**src/rtl/instrumented_adder_sklansky_wrap.sv**
```systemverilog
// Caravel user-project wrapper: 32-bit Sklansky prefix adder with a ring-oscillator style delay loop.
// Optional toggle counter is built only when RING_COUNTER_EN is defined.
module instrumented_adder_sklansky_wrap (
    input  logic        wb_clk_i,
    input  logic        wb_rst_n,
    input  logic        active,
    input  logic [31:0] la1_data_in,
    input  logic [31:0] la2_data_in,
    input  logic [31:0] la3_data_in,
    input  logic [31:0] la1_oenb,
    input  logic [31:0] la2_oenb,
    input  logic [31:0] la3_oenb,
    output logic [31:0] la1_data_out,
    output logic [31:0] la2_data_out,
    output logic [31:0] la3_data_out,
    input  logic [37:0] io_in,
    output logic [37:0] io_out,
    output logic [37:0] io_oeb
);

    localparam logic [37:0] OEB_ACTIVE = ~((38'd1 << 8) | (38'd1 << 10));

    logic [31:0] a_input;
    logic [31:0] b_input;
    logic [31:0] a_input_ring_bit_b;
    logic [31:0] a_input_ext_bit_b;
    logic [31:0] s_output_bit_b;
    logic        chain_out;
    logic [31:0] count;

    logic [31:0] a_eff;
    logic [31:0] gen0;
    logic [31:0] prop0;
    logic [31:0] g_cur;
    logic [31:0] p_cur;
    logic [31:0] g_nxt;
    logic [31:0] p_nxt;
    logic [4:0]  j_idx;
    logic [31:0] sum;
    logic        cout;
    logic        chain_next;
    logic [37:0] io_drive;

    // Masks are active-low; a ring-selected bit wins over an ext-selected bit.
    assign a_eff = (~a_input_ring_bit_b & {32{~chain_out}})
                 | (a_input_ring_bit_b & ~a_input_ext_bit_b & {32{io_in[9]}})
                 | (a_input_ring_bit_b & a_input_ext_bit_b & a_input);

    // Sklansky tree: at level lvl every bit whose index has bit lvl set combines with
    // the topmost bit of the lower half of its 2^(lvl+1) block.
    always_comb begin
        gen0  = a_eff & b_input;
        prop0 = a_eff ^ b_input;
        g_cur = gen0;
        p_cur = prop0;
        g_nxt = gen0;
        p_nxt = prop0;
        j_idx = '0;
        for (int lvl = 0; lvl < 5; lvl++) begin
            g_nxt = g_cur;
            p_nxt = p_cur;
            for (int i = 0; i < 32; i++) begin
                if (((i >> lvl) & 1) != 0) begin
                    j_idx = 5'(((i >> lvl) << lvl) - 1);
                    g_nxt[i[4:0]] = g_cur[i[4:0]] | (p_cur[i[4:0]] & g_cur[j_idx]);
                    p_nxt[i[4:0]] = p_cur[i[4:0]] & p_cur[j_idx];
                end
            end
            g_cur = g_nxt;
            p_cur = p_nxt;
        end
        sum  = prop0 ^ {g_cur[30:0], 1'b0};
        cout = g_cur[31];
    end

    assign chain_next = ^(sum & ~s_output_bit_b);

    always_ff @(posedge wb_clk_i or negedge wb_rst_n) begin
        if (!wb_rst_n) begin
            a_input            <= '0;
            b_input            <= '0;
            a_input_ring_bit_b <= '1;
            a_input_ext_bit_b  <= '1;
            s_output_bit_b     <= '1;
            chain_out          <= 1'b0;
        end else begin
            if (la3_data_in[0]) a_input            <= la1_data_in;
            if (la3_data_in[1]) b_input            <= la2_data_in;
            if (la3_data_in[2]) a_input_ring_bit_b <= la1_data_in;
            if (la3_data_in[3]) a_input_ext_bit_b  <= la2_data_in;
            if (la3_data_in[4]) s_output_bit_b     <= la1_data_in;
            chain_out <= chain_next;
        end
    end

`ifdef RING_COUNTER_EN
    // Counts on the same edge that flips chain_out; clear overrides increment.
    always_ff @(posedge wb_clk_i or negedge wb_rst_n) begin
        if (!wb_rst_n) begin
            count <= '0;
        end else if (la3_data_in[6]) begin
            count <= '0;
        end else if (la3_data_in[5] && (chain_next != chain_out)) begin
            count <= count + 32'd1;
        end
    end

    logic unused_inputs;
    assign unused_inputs = ^{la1_oenb, la2_oenb, la3_oenb, io_in[37:10], io_in[8:0],
                             la3_data_in[31:7]};
`else
    assign count = '0;

    logic unused_inputs;
    assign unused_inputs = ^{la1_oenb, la2_oenb, la3_oenb, io_in[37:10], io_in[8:0],
                             la3_data_in[31:5]};
`endif

    always_comb begin
        io_drive     = '0;
        io_drive[8]  = chain_out;
        io_drive[10] = cout;
    end

    // Harness sharing: when not selected, drive nothing but keep internal state running.
    assign la1_data_out = active ? sum : '0;
    assign la2_data_out = active ? count : '0;
    assign la3_data_out = active ? {30'b0, chain_out, cout} : '0;
    assign io_out       = active ? io_drive : '0;
    assign io_oeb       = active ? OEB_ACTIVE : '1;

endmodule

```
**config.mk**
```make
export PLATFORM = sky130hd
export DESIGN_NAME = instrumented_adder_sklansky_wrap
export DESIGN_NICKNAME = d
export VERILOG_FILES = /design/src/rtl/instrumented_adder_sklansky_wrap.sv
export SDC_FILE = /design/constraint.sdc
export NUM_CORES = 1
export LEC_CHECK = 0
export ABC_AREA = 1
export CORE_AREA = 5 5 154 156
export DETAILED_ROUTE_END_ITERATION = 6
export DIE_AREA = 0 0 159 161
export PLACE_DENSITY = 0.86
export SLEW_MARGIN = 20
export SYNTH_ARGS = -nofsm -noshare
export SYNTH_HDL_FRONTEND = slang
export SYNTH_SLANG_ARGS = --single-unit
export TNS_END_PERCENT = 100
```
**constraint.sdc**
```tcl
create_clock -name wb_clk_i -period 9.2 [get_ports wb_clk_i]
set_input_delay 1.38 -clock wb_clk_i [delete_from_list [all_inputs] [get_ports wb_clk_i]]
set_output_delay 1.38 -clock wb_clk_i [all_outputs]
set_load 0.1 [all_outputs]
```
==> results of run 1 <==
-- per-stage QoR --
stage	hold WS, ns	setup slack (ns)	instances
after floorplan	0.459	2.92	1424
after global placement	0.472	1.95	1650
after detailed placement	0.478	1.87	1650
after CTS	0.487	1.83	1682
after global routing	0.503	1.56	1682
final	0.486	1.83	1683
-- where the power goes --
part           leakage, nW  internal, mW  switching, mW
combinational         3.77         0.540           1.50
sequential            1.78         0.808         0.0534
clock                0.252         0.358          0.280
total                 5.80          1.71           1.83
-- cell usage after synthesis, drive strengths merged --
cell type / number
a21o: 1
a21oi: 55
and2: 1
buf: 147
clkbuf: 28
clkinv: 1
conb: 2
dfrtp: 65
dfstp: 96
fa: 5
ha: 31
inv: 168
mux2: 70
nand2: 327
nand3: 48
nand3b: 8
nand4: 5
nor2: 59
nor3: 4
o21ai: 157
o21bai: 2
or2: 2
xnor2: 5
xor2: 5
-- worst paths after layout --
path / start / end / slack [ns] / cells after the start
min: s_output_bit_b[2] / s_output_bit_b[2] / 0.49 / 2
min reg2reg: s_output_bit_b[2] / s_output_bit_b[2] / 0.49 / 2
max reg2reg: chain_out / chain_out / 4.43 / 25
max: io_in[9] / la3_data_out[0] / 1.83 / 16
min in group asynchronous: wb_rst_n / a_input[26] / 1.01 / 1
max in group asynchronous: wb_rst_n / a_input[8] / 6.77 / 2
-- cell families after synthesis --
| logic type | count (synthesis) | share of synthesized area |
|---|---|---|
| and+or+nand+nor | 454 | 0.190 |
| adders and majority gates | 36 | 0.0469 |
| other | 2 | 0.000722 |
| AOI/OAI and AO/OA | 215 | 0.105 |
| buffers and inverters | 344 | 0.175 |
| muxes | 70 | 0.0758 |
| DFF | 161 | 0.399 |
| xor gates and xnor gates | 10 | 0.00842 |
-- tightest hold or removal path, cell delays in order, from the launching register on --
cell and delay (ns):
dfstp_2 0.36, inv_1 0.05, o21ai_0 0.07
-- layer usage --
| layer | part of all wire | track usage | up-vias |
|---|---|---|---|
| li1 | - | - | 4008 |
| met1 | 0.42 | 0.233 | 3934 |
| met2 | 0.49 | 0.318 | 316 |
| met3 | 0.066 | 0.0373 | 58 |
| met4 | 0.024 | 0.0729 | 0 |
| met5 | 0 | 0 | - |
-- layout by cell type, fill, tap and decap left out, types with 2 or more instances in the layout --
master and instances:
clkdlybuf4s50_1 106, nand3b_1 6, clkinv_2 4, clkbuf_8 2
nand2_4 3, nand2_1 303, nand2_2 21, fa_1 5
buf_4 8, nand3b_2 2, dfstp_2 96, xor2_1 5
nor3_2 2, nor3_1 2, mux2_2 70, inv_2 4
nand3_1 41, nand4_1 4, a21oi_1 53, a21oi_2 2
o21bai_1 2, clkbuf_1 7, inv_1 164, conb_1 134
nor2_2 5, nand3_2 7, clkbuf_16 17, xnor2_1 5
nor2_1 54, dfrtp_1 65, ha_1 31, o21ai_0 156
-- registers in the layout, indices dropped and copies added, names as in the netlist --
signal              cells
a_input                32
a_input_ext_bit_b      32
a_input_ring_bit_b     32
b_input                32
chain_out               1
s_output_bit_b         32
-- layout make-up --
type / instances / share of cell area
well taps: 285 / 0.0304
clock inverters: 6 / 0.00309
diodes: 1 / 0.000213
flip-flops and latches: 161 / 0.354
multi-input cells: 919 / 0.421
repair buffers: 116 / 0.0970
clock buffers: 26 / 0.0409
inverters: 169 / 0.0541
==> metrics.csv, run 1 <==
metric;value;unit
status;finished, final reports clean;
vias_per_cell;4.94;
cpMaxStageDelayCell;clkdlybuf4s50_1;
ir_worst_vdd;219;uV
multi_input_area;0.00493;sq mm
die_y;161;um
seq_area_frac_synth;0.399;
initial_core_util;0.468;
power;3.54;mW
crit_path_end_kind;output pin;
cpPeakStageDelay;1.24;ns
antenna_found_initial;1;
fin_util;0.528;
die_w;159;um
synth_top_cell_by_area;dfstp_2;
dpl_cell_area;0.0112;sq mm
p_leak;5.80;nW
clock_latency;0.43;ns
num_rows;55;
io-pin-count;405;
cap_violations;0;
crit_path_frequent_cell;nand2_1;
clk_path_buf_depth;2;
netlist.area_leader.share;0.242;
post-cts-setup-buffer-count;0;
drive_gt1_frac;0.179;
grt_pass1_vias;8045;
post_cts_resize_count;0;
antenna_left;0;
htree_num_levels;4;
critPathKind;input port to output pin;
drcViolationCount;0;
dpl.hpwl;17.4;mm
yosys_warnings;0;
wl;24.4;mm
gr-total-overflow;0;
path_clk_slew;0.06;ns
p_per_area;302;mW/mm^2
numPortBuffers;110;
dieArea;0.0256;sq mm
wire_per_inst;14.5;um
cts-hold-fix-buffers;0;
slew_headroom;0.334;
rsz0062_at_grt;no;
coreArea;0.0222;sq mm
synthTopCellsByArea;dfstp_2 24%, dfrtp_1 16%, nand2_1 11%, buf_4 9.9%, mux2_2 7.6%;
cts_root_buf;clkbuf_16;
setup_viol;0;
clock_sinks;161;
netlist_instances;1292;
arrival;5.99;ns
hold_viol_final;0;
final_design_area_no_fill;0.0117;sq mm
num_vias;8316;
start_kind;input port;
worstPathRequired;7.82;ns
cp_cell_sequence;clkdlybuf4s50_1, buf_4, o21ai_0, o21ai_0, ha_1, nand2_1, inv_1, nand2_2, inv_1, nand2_2, nor3_2, nand2_1, nand2_1, nand2_1, a21oi_1, clkdlybuf4s50_1;
grt_max_degree;92;
gr-usage-all-layers;0.186;
synth_area;0.0104;sq mm
fmax;136;MHz
ys_types;37;
clock_skew;0.0105;ns
n_fill_cell;1973;
yosys_register_bits;161;
area_growth;12.7;%
nets;1653;
firstDrtPassIters;5;
cts_tree;done;
cts_buffers;17;
crit_family;buffers and inverters;
drt_iter0_drc;465;
hp-class;register to register;
critPathBufInv;5;
fin_setup_tns;0;ns
avgSynthCellArea;8.05;sq um
timing.final.crit_share;0.801;
slew_violations;0;
worstPathMaxFanout;18;
globalplace.congestion;0.845;
worst_pin_slew;0.996;ns
grt_pass1_wl;39.2;mm
period_needed;7.37;ns
ff_latch_area;0.00415;sq mm
Power figures use the tool's default switching activity.
==> run 2: changes to the inputs <==
--- a/config.mk
+++ b/config.mk
@@ -6,10 +6,10 @@
 export NUM_CORES = 1
 export LEC_CHECK = 0
 export ABC_AREA = 1
-export CORE_AREA = 5 5 154 156
+export CORE_AREA = 5 5 159 161
 export DETAILED_ROUTE_END_ITERATION = 6
-export DIE_AREA = 0 0 159 161
-export PLACE_DENSITY = 0.86
+export DIE_AREA = 0 0 164 166
+export PLACE_DENSITY = 0.81
 export SLEW_MARGIN = 20
 export SYNTH_ARGS = -nofsm -noshare
 export SYNTH_HDL_FRONTEND = slang
==> constraint.sdc (replaced) <==
create_clock -name wb_clk_i -period 7.15 [get_ports wb_clk_i]
set_input_delay 1.0725 -clock wb_clk_i [delete_from_list [all_inputs] [get_ports wb_clk_i]]
set_output_delay 1.0725 -clock wb_clk_i [all_outputs]
set_load 0.1 [all_outputs]
==> run 2 against run 1 <==
Effect of this change:
- clock skew is 0.0021 ns higher
- register-to-register slack got worse by 1.6 ns
- via count fell by 0.64%
- wire length rose by 0.99%
- design area increased by 0.49%
- critical endpoint is now la1_data_out[7]
- largest cell class unchanged
==> metrics.csv, run 2 (synthesis gave the netlist of run 1 again) <==
metric;value;unit;change
status;finished, final reports clean;;
io-pin-count;405;;unchanged
hold_viol_final;0;;unchanged
htree_num_levels;4;;unchanged
worst_pin_slew;1.04;ns;+0.0471 ns
num_vias;8263;;-0.64%
critPathKind;input port to output pin;;
antenna_found_initial;4;;+3
clock_sinks;161;;unchanged
rsz0062_at_grt;no;;
drt_iter0_drc;446;;-4.1%
globalplace.congestion;0.821;;-2.9%
clock_skew;0.0126;ns;+0.00212 ns
worstPathMaxFanout;12;;-6
num_rows;57;;+3.6%
holdPathStages;2;;unchanged
clock_latency;0.43;ns;about the same
numPlacedInstances;1688;;+2.3%
clk_path_buf_depth;2;;unchanged
final_common_cell;nand2_1;;
die_y;166;um;+3.1%
cts-hold-fix-buffers;0;;unchanged
nets;1652;;-0.060%
post-cts-setup-buffer-count;0;;unchanged
grt_max_degree;87;;-5.4%
gr-total-overflow;0;;unchanged
start_kind;input port;;
die_w;164;um;+3.1%
cap_violations;0;;unchanged
cts_tree;done;;
fin_setup_tns;0;ns;unchanged
grt_pass1_wl;39.8;mm;+1.5%
setup_viol;0;;unchanged
p_leak;5.89;nW;+1.5%
timing.final.crit_share;0.821;;
slew_violations;0;;unchanged
numPortBuffers;110;;unchanged
antenna_left;0;;unchanged
coreArea;0.0238;sq mm;+7.2%
fin_worst_hold_slack;0.489;ns;+0.00317 ns
finalNonFillerCells;1721;;+2.3%
p_per_area;396;mW/mm^2;+31%
arrival;4.80;ns;-1.19 ns
gr-usage-all-layers;0.181;;-0.00498
cts_buffers;17;;unchanged
fmax;170;MHz;
path_clk_slew;0.06;ns;about the same
drcViolationCount;0;;unchanged
post_cts_resize_count;0;;unchanged
wire_per_inst;14.3;um;-1.2%
dieArea;0.0272;sq mm;+6.3%
ir_worst_vdd;306;uV;+39%
wl;24.7;mm;+0.99%
cts_root_buf;clkbuf_16;;
grt_pass1_vias;8124;;+0.98%
worstPathRequired;6.08;ns;-1.74 ns
area_growth;13.3;%;
vias_per_cell;4.80;;-2.8%
drive_gt1_frac;0.204;;+0.0253
firstDrtPassIters;5;;unchanged
hp-class;register to register;;
initial_core_util;0.437;;-0.0313
fin_util;0.495;;-0.0329
slew_headroom;0.305;;-0.0293
rr_worst_depth;24;;-4.0%
mostFrequentLayoutCells;303 x nand2_1, 164 x inv_1, 156 x o21ai_0;;
dpl.hpwl;17.5;mm;+0.38%
period_needed;5.87;ns;
crit_path_end_kind;output pin;;
==> run 2: changes by cell type in the layout (fill, tap and decap cells not counted) <==
| cell | change |
|---|---|
| buf_2 | +3 |
| buf_4 | +29 |
| bufinv_16 | +4 |
| clkbuf_1 | -4 |
| clkdlybuf4s50_1 | -33 |
| clkinv_2 | -2 |
| diode_2 | +1 |
| inv_6 | +1 |
==> run 2: final timing paths <==
| path | startpoint | end | slack, ns |
|---|---|---|---|
| min | s_output_bit_b[26] | s_output_bit_b[26] | 0.49 |
| min reg2reg | s_output_bit_b[26] | s_output_bit_b[26] | 0.49 |
| min in group asynchronous | wb_rst_n | a_input[16] | 0.68 |
| max in group asynchronous | wb_rst_n | a_input[1] | 5.00 |
| max | io_in[9] | la1_data_out[7] | 1.28 |
| max reg2reg | chain_out | chain_out | 2.79 |
==> run 2: stage by stage <==
stage	cell area, sq um	worst slack [ns]	total power, mW
global placement	11200	1.35	3.65
finish	11800	1.28	4.67
detailed placement	11200	1.27	3.71
CTS	11800	1.27	4.70
global route	11800	1.06	4.98
floorplan	10900	1.49	3.26
==> run 2: power by group <==
| group | switching, mW | internal (mW) | leakage, nW |
|---|---|---|---|
| Combinational | 1.93 | 0.667 | 3.80 |
| Clock | 0.369 | 0.602 | 0.301 |
| Sequential | 0.0616 | 1.04 | 1.78 |
==> run 2: layout make-up <==
class / instances / area [sq um]
multi-input combinational: 919 / 4930
inverter: 169 / 634
clock buffer: 22 / 464
clock inverter: 9 / 155
antenna: 2 / 5.00
tap: 324 / 405
sequential: 161 / 4150
timing repair buffer: 115 / 1040
fill: 2149 / 12000
==> run 2: layer usage <==
metal  vias up  wire, um  track usage
met1      3918     10400        0.230
met3        39      1800       0.0395
li1       4008         -            -
met4         4       420       0.0532
met2       294     12100        0.309
met5         -        26            0
==> run 2: critical path: stages <==
cell	delay, ns
clkdlybuf4s50_1	0.75
o21ai_0	0.29
o21ai_0	0.13
ha_1	0.26
fa_1	0.45
nand2_1	0.08
nand2_1	0.14
nand3_1	0.13
nand2_1	0.06
nand2_1	0.07
nand2_1	0.05
nor2_1	0.14
clkdlybuf4s50_1	1.17
==> run 3: changes to the inputs <==
--- a/config.mk
+++ b/config.mk
@@ -6,10 +6,10 @@
 export NUM_CORES = 1
 export LEC_CHECK = 0
 export ABC_AREA = 1
-export CORE_AREA = 5 5 159 161
+export CORE_AREA = 5 5 166 168
 export DETAILED_ROUTE_END_ITERATION = 6
-export DIE_AREA = 0 0 164 166
-export PLACE_DENSITY = 0.81
+export DIE_AREA = 0 0 171 173
+export PLACE_DENSITY = 0.78
 export SLEW_MARGIN = 20
 export SYNTH_ARGS = -nofsm -noshare
 export SYNTH_HDL_FRONTEND = slang
==> constraint.sdc (replaced) <==
create_clock -name wb_clk_i -period 5.3 [get_ports wb_clk_i]
set_input_delay 0.795 -clock wb_clk_i [delete_from_list [all_inputs] [get_ports wb_clk_i]]
set_output_delay 0.795 -clock wb_clk_i [all_outputs]
set_load 0.1 [all_outputs]
==> run 3 against run 2 <==
Effect of this change:
- clock skew fell by 0.00075 ns
- sequential cell count stayed put
- critical endpoint is now la1_data_out[17]
- highest routed layer unchanged
- die area rose by 8.7%
- largest power group unchanged
==> metrics.csv, run 3 (synthesis gave the netlist of run 1 again) <==
metric;value;unit;change
status;finished, final reports clean;;
globalplace.congestion;0.864;;+5.3%
cts_root_buf;clkbuf_16;;
clk_path_buf_depth;2;;unchanged
worstPathRequired;4.51;ns;-1.57 ns
gr-usage-all-layers;0.166;;-0.0148
n_fill_cell;2362;;+9.9%
timing.final.crit_share;0.919;;
switching_share;0.506;;+0.00140
fin_setup_tns;0;ns;unchanged
hold_viol_final;0;;unchanged
nets;1658;;+0.36%
coreArea;0.0258;sq mm;+8.2%
ir_worst_vdd;425;uV;+39%
vias_per_cell;4.71;;-1.9%
antenna_cells;0;;-2
clock_latency;0.42;ns;about the same
post_cts_resize_count;0;;unchanged
setup_viol;0;;unchanged
p_int;3.23;mW;+40%
fin_ws;0.430;ns;-0.853 ns
wl;25.1;mm;+1.5%
pwr-share-seq;0.226;;-0.010
slew_headroom;0.313;;+0.00807
p_switching;3.31;mW;+40%
crit_path_end_kind;output pin;;
io-pin-count;405;;unchanged
area_growth;17.1;%;
arrival;4.08;ns;-0.72 ns
initial_core_util;0.404;;-0.0329
die_w;171;um;+4.3%
firstDrtPassIters;5;;unchanged
p_clk_frac;0.186;;-0.022
p_per_area;536;mW/mm^2;+35%
drcViolationCount;0;;unchanged
ff_latch_area;0.00415;sq mm;unchanged
grt_pass1_vias;7988;;-1.7%
die_y;173;um;+4.2%
clock_sinks;161;;unchanged
worst_pin_slew;1.03;ns;-0.0121 ns
grt_max_degree;71;;-18%
slew_violations;0;;unchanged
dpl_cell_area;0.0116;sq mm;+4.0%
final_design_area_no_fill;0.0122;sq mm;+3.3%
clock_skew;0.0119;ns;-0.000745 ns
start_kind;input port;;
final_common_cell;nand2_1;;
hp-class;input port to asynchronous set/reset pin;;
drive_gt1_frac;0.213;;+0.00897
power;6.53;mW;+40%
gr-total-overflow;0;;unchanged
worstPathMaxFanout;9;;-3
dp_slack;0.304;ns;-0.961 ns
antenna_left;0;;unchanged
grt_pass1_wl;39.8;mm;-0.11%
dieArea;0.0296;sq mm;+8.7%
num_vias;8179;;-1.0%
htree_num_levels;4;;unchanged
dpl.hpwl;18.0;mm;+3.2%
period_needed;4.87;ns;
drt_iter0_drc;403;;-9.6%
cts_buffers;17;;unchanged
rsz0062_at_grt;no;;
path_clk_slew;0.07;ns;about the same
cts_tree;done;;
post-cts-setup-buffer-count;0;;unchanged
mostFrequentLayoutCells;303 x nand2_1, 164 x inv_1, 156 x o21ai_0;;
cap_violations;0;;unchanged
num_rows;59;;+3.5%
pwr-share-comb;0.588;;+0.032
antenna_found_initial;1;;-3
numPortBuffers;110;;unchanged
p_leak;6.02;nW;+2.2%
fmax;205;MHz;
multi_input_area;0.00493;sq mm;unchanged
critPathKind;input port to output pin;;
cts-hold-fix-buffers;0;;unchanged
wire_per_inst;14.4;um;+0.58%
run 3: final cells by class:
class                      instances  area share
timing repair buffer             121       0.121
sequential                       161       0.341
clock buffer                      18      0.0352
inverter                         169      0.0521
tap                              335      0.0344
clock inverter                    14      0.0119
multi-input combinational        919       0.405
run 3: power groups by stage:
stage	clock network [mW]	registers [mW]	logic, mW
after floorplan	0	1.47	2.93
after global placement	0	1.49	3.77
after detailed placement	0	1.50	3.84
after CTS	1.24	1.48	3.86
after global routing	1.29	1.49	4.18
final	1.21	1.48	3.84
run 3: routing by layer:
layer	global-route usage	vias to the layer above	wire length, um
li1	-	4017	-
met1	0.206	3888	10600
met2	0.294	239	12500
met3	0.0306	33	1500
met4	0.0459	2	393
met5	0	-	11
run 3: per-stage QoR:
stage                     hold slack, ns   util  instances
after floorplan                    0.459      -       1424
after global placement             0.472  0.451       1705
after detailed placement           0.479  0.451       1705
after CTS                          0.392  0.473       1737
after global routing               0.417  0.473       1737
final                              0.368  0.473       1737
run 3: path summary, 6_finish.rpt:
kind / start / end / slack [ns] / cells past startpoint
worst max-delay path: io_in[9] / la1_data_out[17] / 0.43 / 15
worst min-delay path: wb_rst_n / b_input[17] / 0.37 / 1
min in group wb_clk_i: s_output_bit_b[14] / s_output_bit_b[14] / 0.48 / 2
max in group asynchronous: wb_rst_n / a_input[17] / 3.84 / 2
worst max register to register: chain_out / chain_out / 1.09 / 24
worst min register to register: s_output_bit_b[14] / s_output_bit_b[14] / 0.48 / 2
run 3: critical path, stage by stage:
cell and delay, ns:
clkdlybuf4s50_1 0.53, o21ai_0 0.20, o21ai_0 0.12, ha_1 0.24
fa_1 0.44, nand2_1 0.08, nand2_1 0.14, nand3_2 0.14
nand2_4 0.11, nand2_4 0.08, nand2_4 0.12, fa_1 0.44
xnor2_1 0.16, nor2_1 0.23, buf_12 0.22
==> RTL change 1: new RTL, config.mk and constraints of run 3 <==
Build with the macro `RING_COUNTER_EN` defined.
--- a/src/rtl/instrumented_adder_sklansky_wrap.sv
+++ b/src/rtl/instrumented_adder_sklansky_wrap.sv
@@ -1,5 +1,7 @@
 // Caravel user-project wrapper: 32-bit Sklansky prefix adder with a ring-oscillator style delay loop.
 // Optional toggle counter is built only when RING_COUNTER_EN is defined.
+`define RING_COUNTER_EN
+
 module instrumented_adder_sklansky_wrap (
     input  logic        wb_clk_i,
     input  logic        wb_rst_n,
Check against the original RTL: not equivalent (a bounded check fails within 4 cycles, from zero or initial values and one cycle with wb_rst_n low).
==> RTL change 1 against run 3 <==
Power up 16%. Combinational power is 17% higher. Worst hold slack gained 44 ps. Routed wire length increased by 21%. Design area grew 21%. Synthesized area is 21% higher. Worst setup slack improved by 130 ps. Sequential cell count rose by 32. Critical path depth rose by 11. The run now ends with design-rule violations left. Critical path type is now reg -> reg. Via count rose by 30%.
==> RTL change 1: results (changes against run 3) <==
| Metric | Value |
|---|---|
| IO buf count | 144 (was 110) |
| Vias in the first global route | 10300 (was 7988) |
| Worst vdd ir | 0.000469 V (was 0.000425 V) |
| Worst rel slew slack | 0.326 (was 0.313) |
| Non-Filler Instances | 2109 (was 1737) |
| Routed length on met2 | 14.7 mm (was 12.5 mm) |
| Ys Warns | 0 (unchanged) |
| First-pass GRT wire length | 50.0 mm (was 39.8 mm) |
| Post-Syn Instances | 1636 (was 1292) |
| Max Freq | 211 MHz (was 205 MHz) |
| Multiplexer share of the synthesized area | 0.0624 (was 0.0758) |
| Crit path largest cell delay | 570 ps (was 530 ps) |
| Register area share after synthesis | 0.392 (was 0.399) |
| Compound-cell area share of the yosys netlist | 0.0904 (was 0.105) |
| Xor and xnor area share after synthesis | 0.0222 (was 0.00842) |
| CP max stage cell | dfrtp_1 (was clkdlybuf4s50_1) |
| Worst setup EP type | flip-flop (was output port) |
| Lkg Pwr | 7.51 nW (was 6.02 nW) |
| Adder-cell share of the synthesized area | 0.0396 (was 0.0469) |
| Placement Setup Slack | -251 ps (was 304 ps) |
| Post-route DRC violation count | 4 (was 0) |
| R2R Path End | count[10]$_DFFE_PN0P_ (was chain_out$_DFF_PN0_) |
| Top_reg_cell synth | dfrtp_1 (was dfstp_2) |
| Initial antenna violation count | 2 (was 1) |
| Pin count of the biggest net entering global routing | 100 (was 71) |
| Layout cell share with drive strength beyond 1 | 0.201 (was 0.213) |
| Grt met3 use | 0.0285 (was 0.0306) |
| Clock insertion delay at the later pin of the skew report | 440 ps (was 420 ps) |
| Cell depth of the worst flop-to-flop path | 26 (was 24) |
| Placed Cells | 2076 (was 1705) |
| Crit path arrival time | 5120 ps (was 4080 ps) |
| Status | complete, but fails checks (was finished, final reports clean) |
| Skew final | 18.1 ps (was 11.9 ps) |
| Failing checks | design-rule violations |
| Metal-1 WL | 13.0 mm (was 10.6 mm) |
| Final wirelength | 30.4 mm (was 25.1 mm) |
| Uppermost routed layer | met5 (unchanged) |
| Met3 WL post-DR | 2.01 mm (was 1.50 mm) |
| Vias post-DR | 10600 (was 8179) |
| Worst Setup SP | chain_out$_DFF_PN0_ (was io_in[9]) |
| Nets | 2030 (was 1658) |
| Tot GR Track Use | 0.204 (was 0.166) |
| GP Congestion | 0.878 (was 0.864) |
| Distinct cells, synth | 46 (was 37) |
| Crit-path max FO | 20 (was 9) |
| Post-DP HPWL | 21.8 mm (was 18.0 mm) |
| Top post-synthesis cells by count | nand2_1 (419), inv_1 (214), o21ai_0 (157) (was nand2_1 (303), inv_1 (164), o21ai_0 (156)) |
| Area contributors post-synth | dfstp_2 (20%), dfrtp_1 (19%), nand2_1 (12%), buf_4 (6.4%), inv_1 (6.4%) (was dfstp_2 (24%), dfrtp_1 (16%), nand2_1 (11%), buf_4 (9.9%), mux2_2 (7.6%)) |
| Root buffer cell | clkbuf_16 (unchanged) |
-- RTL change 1: changes by cell type in the layout (fill, tap and decap cells not counted), sizes merged, moves of 41 or more --
cell   before  now
nor2       59  104
nand3      48   89
inv       176  230
buf        53   94
nand2     327  452
-- RTL change 1: report_power, final --
group,internal (mW),switching (mW)
sequential,1.66,0.0860
combinational,1.39,3.12
clock,0.700,0.655
-- RTL change 1: worst max-delay path: cells and delay by family (launching register included) --
family | cells | cell delay, ps
fa+ha+maj | 2 | 720
compound gates | 2 | 340
simple gates | 17 | 1990
buf+inv | 3 | 680
flops | 1 | 570
xor+xnor | 2 | 360
-- RTL change 1: logic make-up (layout without fill, tap and decap cells) --
group / Yosys count / in the layout
muxes: 70 / 70
AOI/OAI and AO/OA: 223 / 223
DFF: 193 / 193
and+or+nand+nor: 699 / 699
adders and majority gates: 37 / 37
other: 2 / 103
buffers and inverters: 380 / 417
xor gates and xnor gates: 32 / 32
-- RTL change 1: cell type report --
class / count / area (sq um)
sequential: 193 / 4950
antenna: 1 / 2.50
fill: 2312 / 11000
tap: 335 / 419
inverter: 222 / 833
multi-input combinational: 1163 / 6150
timing repair buffer: 163 / 1810
clock inverter: 14 / 184
clock buffer: 18 / 439
-- RTL change 1: metrics by stage --
| stage | setup TNS [ps] | total power, mW | cell area [sq um] | hold slack (ps) |
|---|---|---|---|---|
| 5_1_grt | 0 | 8.12 | 14800 | 489 |
| 3_5_place_dp | -6200 | 6.23 | 14100 | 473 |
| 4_1_cts | 0 | 7.62 | 14800 | 461 |
| 3_3_place_gp | -2100 | 6.14 | 14100 | 469 |
| 2_1_floorplan | 0 | 5.16 | 13000 | 459 |
| 6_report | 0 | 7.60 | 14800 | 412 |
==> RTL change 2: new RTL, settings of run 3 <==
Made on the original files. Register the inputs `active`, `la1_data_in` and `la2_data_in` before use. The logic sees them one clock later. The other inputs are not delayed to match.
--- a/src/rtl/instrumented_adder_sklansky_wrap.sv
+++ b/src/rtl/instrumented_adder_sklansky_wrap.sv
@@ -19,6 +19,16 @@
 );
 
     localparam logic [37:0] OEB_ACTIVE = ~((38'd1 << 8) | (38'd1 << 10));
+
+    logic active_q;
+    logic [31:0] la1_data_q;
+    logic [31:0] la2_data_q;
+
+    always_ff @(posedge wb_clk_i) begin
+        active_q   <= active;
+        la1_data_q <= la1_data_in;
+        la2_data_q <= la2_data_in;
+    end
 
     logic [31:0] a_input;
     logic [31:0] b_input;
@@ -84,11 +94,11 @@
             s_output_bit_b     <= '1;
             chain_out          <= 1'b0;
         end else begin
-            if (la3_data_in[0]) a_input            <= la1_data_in;
-            if (la3_data_in[1]) b_input            <= la2_data_in;
-            if (la3_data_in[2]) a_input_ring_bit_b <= la1_data_in;
-            if (la3_data_in[3]) a_input_ext_bit_b  <= la2_data_in;
-            if (la3_data_in[4]) s_output_bit_b     <= la1_data_in;
+            if (la3_data_in[0]) a_input            <= la1_data_q;
+            if (la3_data_in[1]) b_input            <= la2_data_q;
+            if (la3_data_in[2]) a_input_ring_bit_b <= la1_data_q;
+            if (la3_data_in[3]) a_input_ext_bit_b  <= la2_data_q;
+            if (la3_data_in[4]) s_output_bit_b     <= la1_data_q;
             chain_out <= chain_next;
         end
     end
@@ -123,11 +133,11 @@
     end
 
     // Harness sharing: when not selected, drive nothing but keep internal state running.
-    assign la1_data_out = active ? sum : '0;
-    assign la2_data_out = active ? count : '0;
-    assign la3_data_out = active ? {30'b0, chain_out, cout} : '0;
-    assign io_out       = active ? io_drive : '0;
-    assign io_oeb       = active ? OEB_ACTIVE : '1;
+    assign la1_data_out = active_q ? sum : '0;
+    assign la2_data_out = active_q ? count : '0;
+    assign la3_data_out = active_q ? {30'b0, chain_out, cout} : '0;
+    assign io_out       = active_q ? io_drive : '0;
+    assign io_oeb       = active_q ? OEB_ACTIVE : '1;
 
 endmodule
 
Formal check against the unedited RTL: not equivalent (a bounded check fails within 4 cycles, from zero or initial values and one cycle with wb_rst_n low).
==> RTL change 2 against run 3 <==
Core utilization rose by 5.8 points. Sequential cell count up 65. Routed wire length grew 4.7%. Worst setup slack improved by 240 ps. Synthesized area increased by 12%. Final cell count increased by 3.3%. Design area is 12% higher. Power up 18%. Critical path type unchanged. Largest cell class is now flip-flops and latches. Highest routed layer unchanged.
==> RTL change 2: results (changes against run 3) <==
| Metric | Value |
|---|---|
| Number of max-cap violations | 0 (unchanged) |
| Status | finished, final reports clean (unchanged) |
| DRC marker count from the first detailed-route iteration | 430 (was 403) |
| Net switching power | 3.52 mW (was 3.31 mW) |
| Vias in the first global route | 8685 (was 7988) |
| Via density | 4.79 (was 4.71) |
| Crit-path max FO | 11 (was 9) |
| R2r setup slk | 1400 ps (was 1090 ps) |
| Skew final | 8.82 ps (was 11.9 ps) |
| Non-Filler Instances | 1795 (was 1737) |
| Top post-synthesis cells by count | nand2_1 (294), o21ai_0 (155), inv_1 (142) (was nand2_1 (303), inv_1 (164), o21ai_0 (156)) |
| Diodes inserted | 0 (unchanged) |
| First-pass GRT wire length | 42.3 mm (was 39.8 mm) |
| Crit path largest cell delay | 460 ps (was 530 ps) |
| Post-Syn Instances | 1338 (was 1292) |
| Register area share after synthesis | 0.468 (was 0.399) |
| Critical path endpoint | la1_data_out[17] (unchanged) |
| Ys Warns | 0 (unchanged) |
| Slew @ Worst Pin | 1070 ps (was 1030 ps) |
| IO buf count | 110 (unchanged) |
| CP max stage cell | fa_1 (was clkdlybuf4s50_1) |
| Uppermost routed layer | met5 (unchanged) |
| Lkg Pwr | 6.60 nW (was 6.02 nW) |
| Pin count of the biggest net entering global routing | 65 (was 71) |
| Post-synth top area cell | dfstp_2 (unchanged) |
| Routed length on met2 | 12.6 mm (was 12.5 mm) |
| Total CTS buffers | 24 (was 17) |
| Post-DP HPWL | 18.2 mm (was 18.0 mm) |
| Layout cell share with drive strength beyond 1 | 0.208 (was 0.213) |
| # Post-CTS Setup Buffers | 0 (unchanged) |
| Nets | 1711 (was 1658) |
| Worst min path class | in -> async (unchanged) |
| Tot GR Track Use | 0.173 (was 0.166) |
| CTS clk-pin slew, worst paths | around 60 ps |
| Htree depth | 1 (was 4) |
| Final wirelength | 26.2 mm (was 25.1 mm) |
| GP Congestion | 0.838 (was 0.864) |
| Area contributors post-synth | dfstp_2 (22%), dfrtp_1 (14%), dfxtp_1 (11%), nand2_1 (9.5%), buf_4 (8.8%) (was dfstp_2 (24%), dfrtp_1 (16%), nand2_1 (11%), buf_4 (9.9%), mux2_2 (7.6%)) |
| Metal-1 WL | 11.0 mm (was 10.6 mm) |
| Clock insertion delay at the later pin of the skew report | 510 ps (was 420 ps) |
| R2R Path Start | chain_out$_DFF_PN0_ (unchanged) |
| Met3 WL post-DR | 2.11 mm (was 1.50 mm) |
| Fillers | 2315 (was 2362) |
| Total iterations of the first detailed-routing run | 5 (unchanged) |
| Async S/R FF share, synth | 0.712 (was 1.00) |
| CTS resizes | 0 (unchanged) |
| R2R Path End | chain_out$_DFF_PN0_ (unchanged) |
| Initial antenna violation count | 1 (unchanged) |
| Max clock buf depth | 3 (was 2) |
| Cell depth of the worst flop-to-flop path | 24 (unchanged) |
| Worst vdd ir | 0.000514 V (was 0.000425 V) |
| Root buffer cell | clkbuf_16 (unchanged) |
| Crit path arrival time | 3840 ps (was 4080 ps) |
| Distinct cells, synth | 40 (was 37) |
| Worst Setup SP | io_in[9] (unchanged) |
RTL change 2: changes by cell type after synthesis, sizes merged, moves of 2 or more:
| cell | change |
|---|---|
| dfxtp | +65 |
| a21boi | +2 |
| inv | -13 |
| nand2 | -13 |
| xor2 | +2 |
| xnor2 | +4 |
| a21o | +2 |
| o21ai | -2 |
| nand4 | -2 |
RTL change 2: critical path, delay by kind of cell:
family | cells | cell delay, ps
xor+xnor | 1 | 200
simple gates | 7 | 790
compound gates | 2 | 340
fa+ha+maj | 3 | 1170
buf+inv | 3 | 540
RTL change 2: metrics by stage:
stage                     instance area [sq um]  hold WS (ps)  setup WS [ps]  power [mW]
after floorplan                           12100           412            203        5.07
after global placement                    12900           427            315        5.95
after detailed placement                  12900           433            284        6.02
after CTS                                 13700           246            245        7.77
after global routing                      13700           269            418        8.21
final                                     13700           238            668        7.69
RTL change 2: power by group through the flow:
| stage | registers, mW | clock network (mW) | logic, mW |
|---|---|---|---|
| 2_1_floorplan | 2.00 | 0 | 3.06 |
| 3_3_place_gp | 2.04 | 0 | 3.91 |
| 3_5_place_dp | 2.05 | 0 | 3.98 |
| 4_1_cts | 2.02 | 1.75 | 4.00 |
| 5_1_grt | 2.03 | 1.83 | 4.34 |
| 6_report | 2.02 | 1.71 | 3.97 |
RTL change 2: metal layers:
layer  track usage  vias up
met5             0        -
li1              -     4188
met4        0.0416        2
met1         0.222     4053
met2         0.302      312
met3        0.0315       45
RTL change 2: logic make-up (layout without fill, tap and decap cells):
family,count (synthesis),count (layout),share of synthesized area
simple gates,438,438,0.160
other cells,2,134,0.000645
xor+xnor,16,16,0.0120
flops,226,226,0.468
fa+ha+maj,36,36,0.0419
compound gates,219,219,0.0970
buf+inv,331,321,0.152
mux,70,70,0.0677
RTL change 2: how the worst min path moves through the flow:
stage	slack, ps	to	cells past startpoint
floorplan	410	a_input_ring_bit_b[10]$_DFFE_PN1P_	2
global placement	430	a_input_ring_bit_b[6]$_DFFE_PN1P_	2
detailed placement	430	a_input_ring_bit_b[10]$_DFFE_PN1P_	2
CTS	250	a_input[2]$_DFFE_PN0P_	1
global route	270	a_input[2]$_DFFE_PN0P_	1
finish	240	a_input[2]$_DFFE_PN0P_	1
RTL change 2: layout make-up:
cell class | count | area [sq um] | share of cell area
multi-input combinational | 913 | 4920 | 0.360
timing repair buffer | 121 | 1490 | 0.109
clock inverter | 8 | 96.3 | 0.00705
clock buffer | 36 | 717 | 0.0524
sequential | 226 | 5450 | 0.399
tap | 335 | 419 | 0.0307
inverter | 156 | 586 | 0.0428
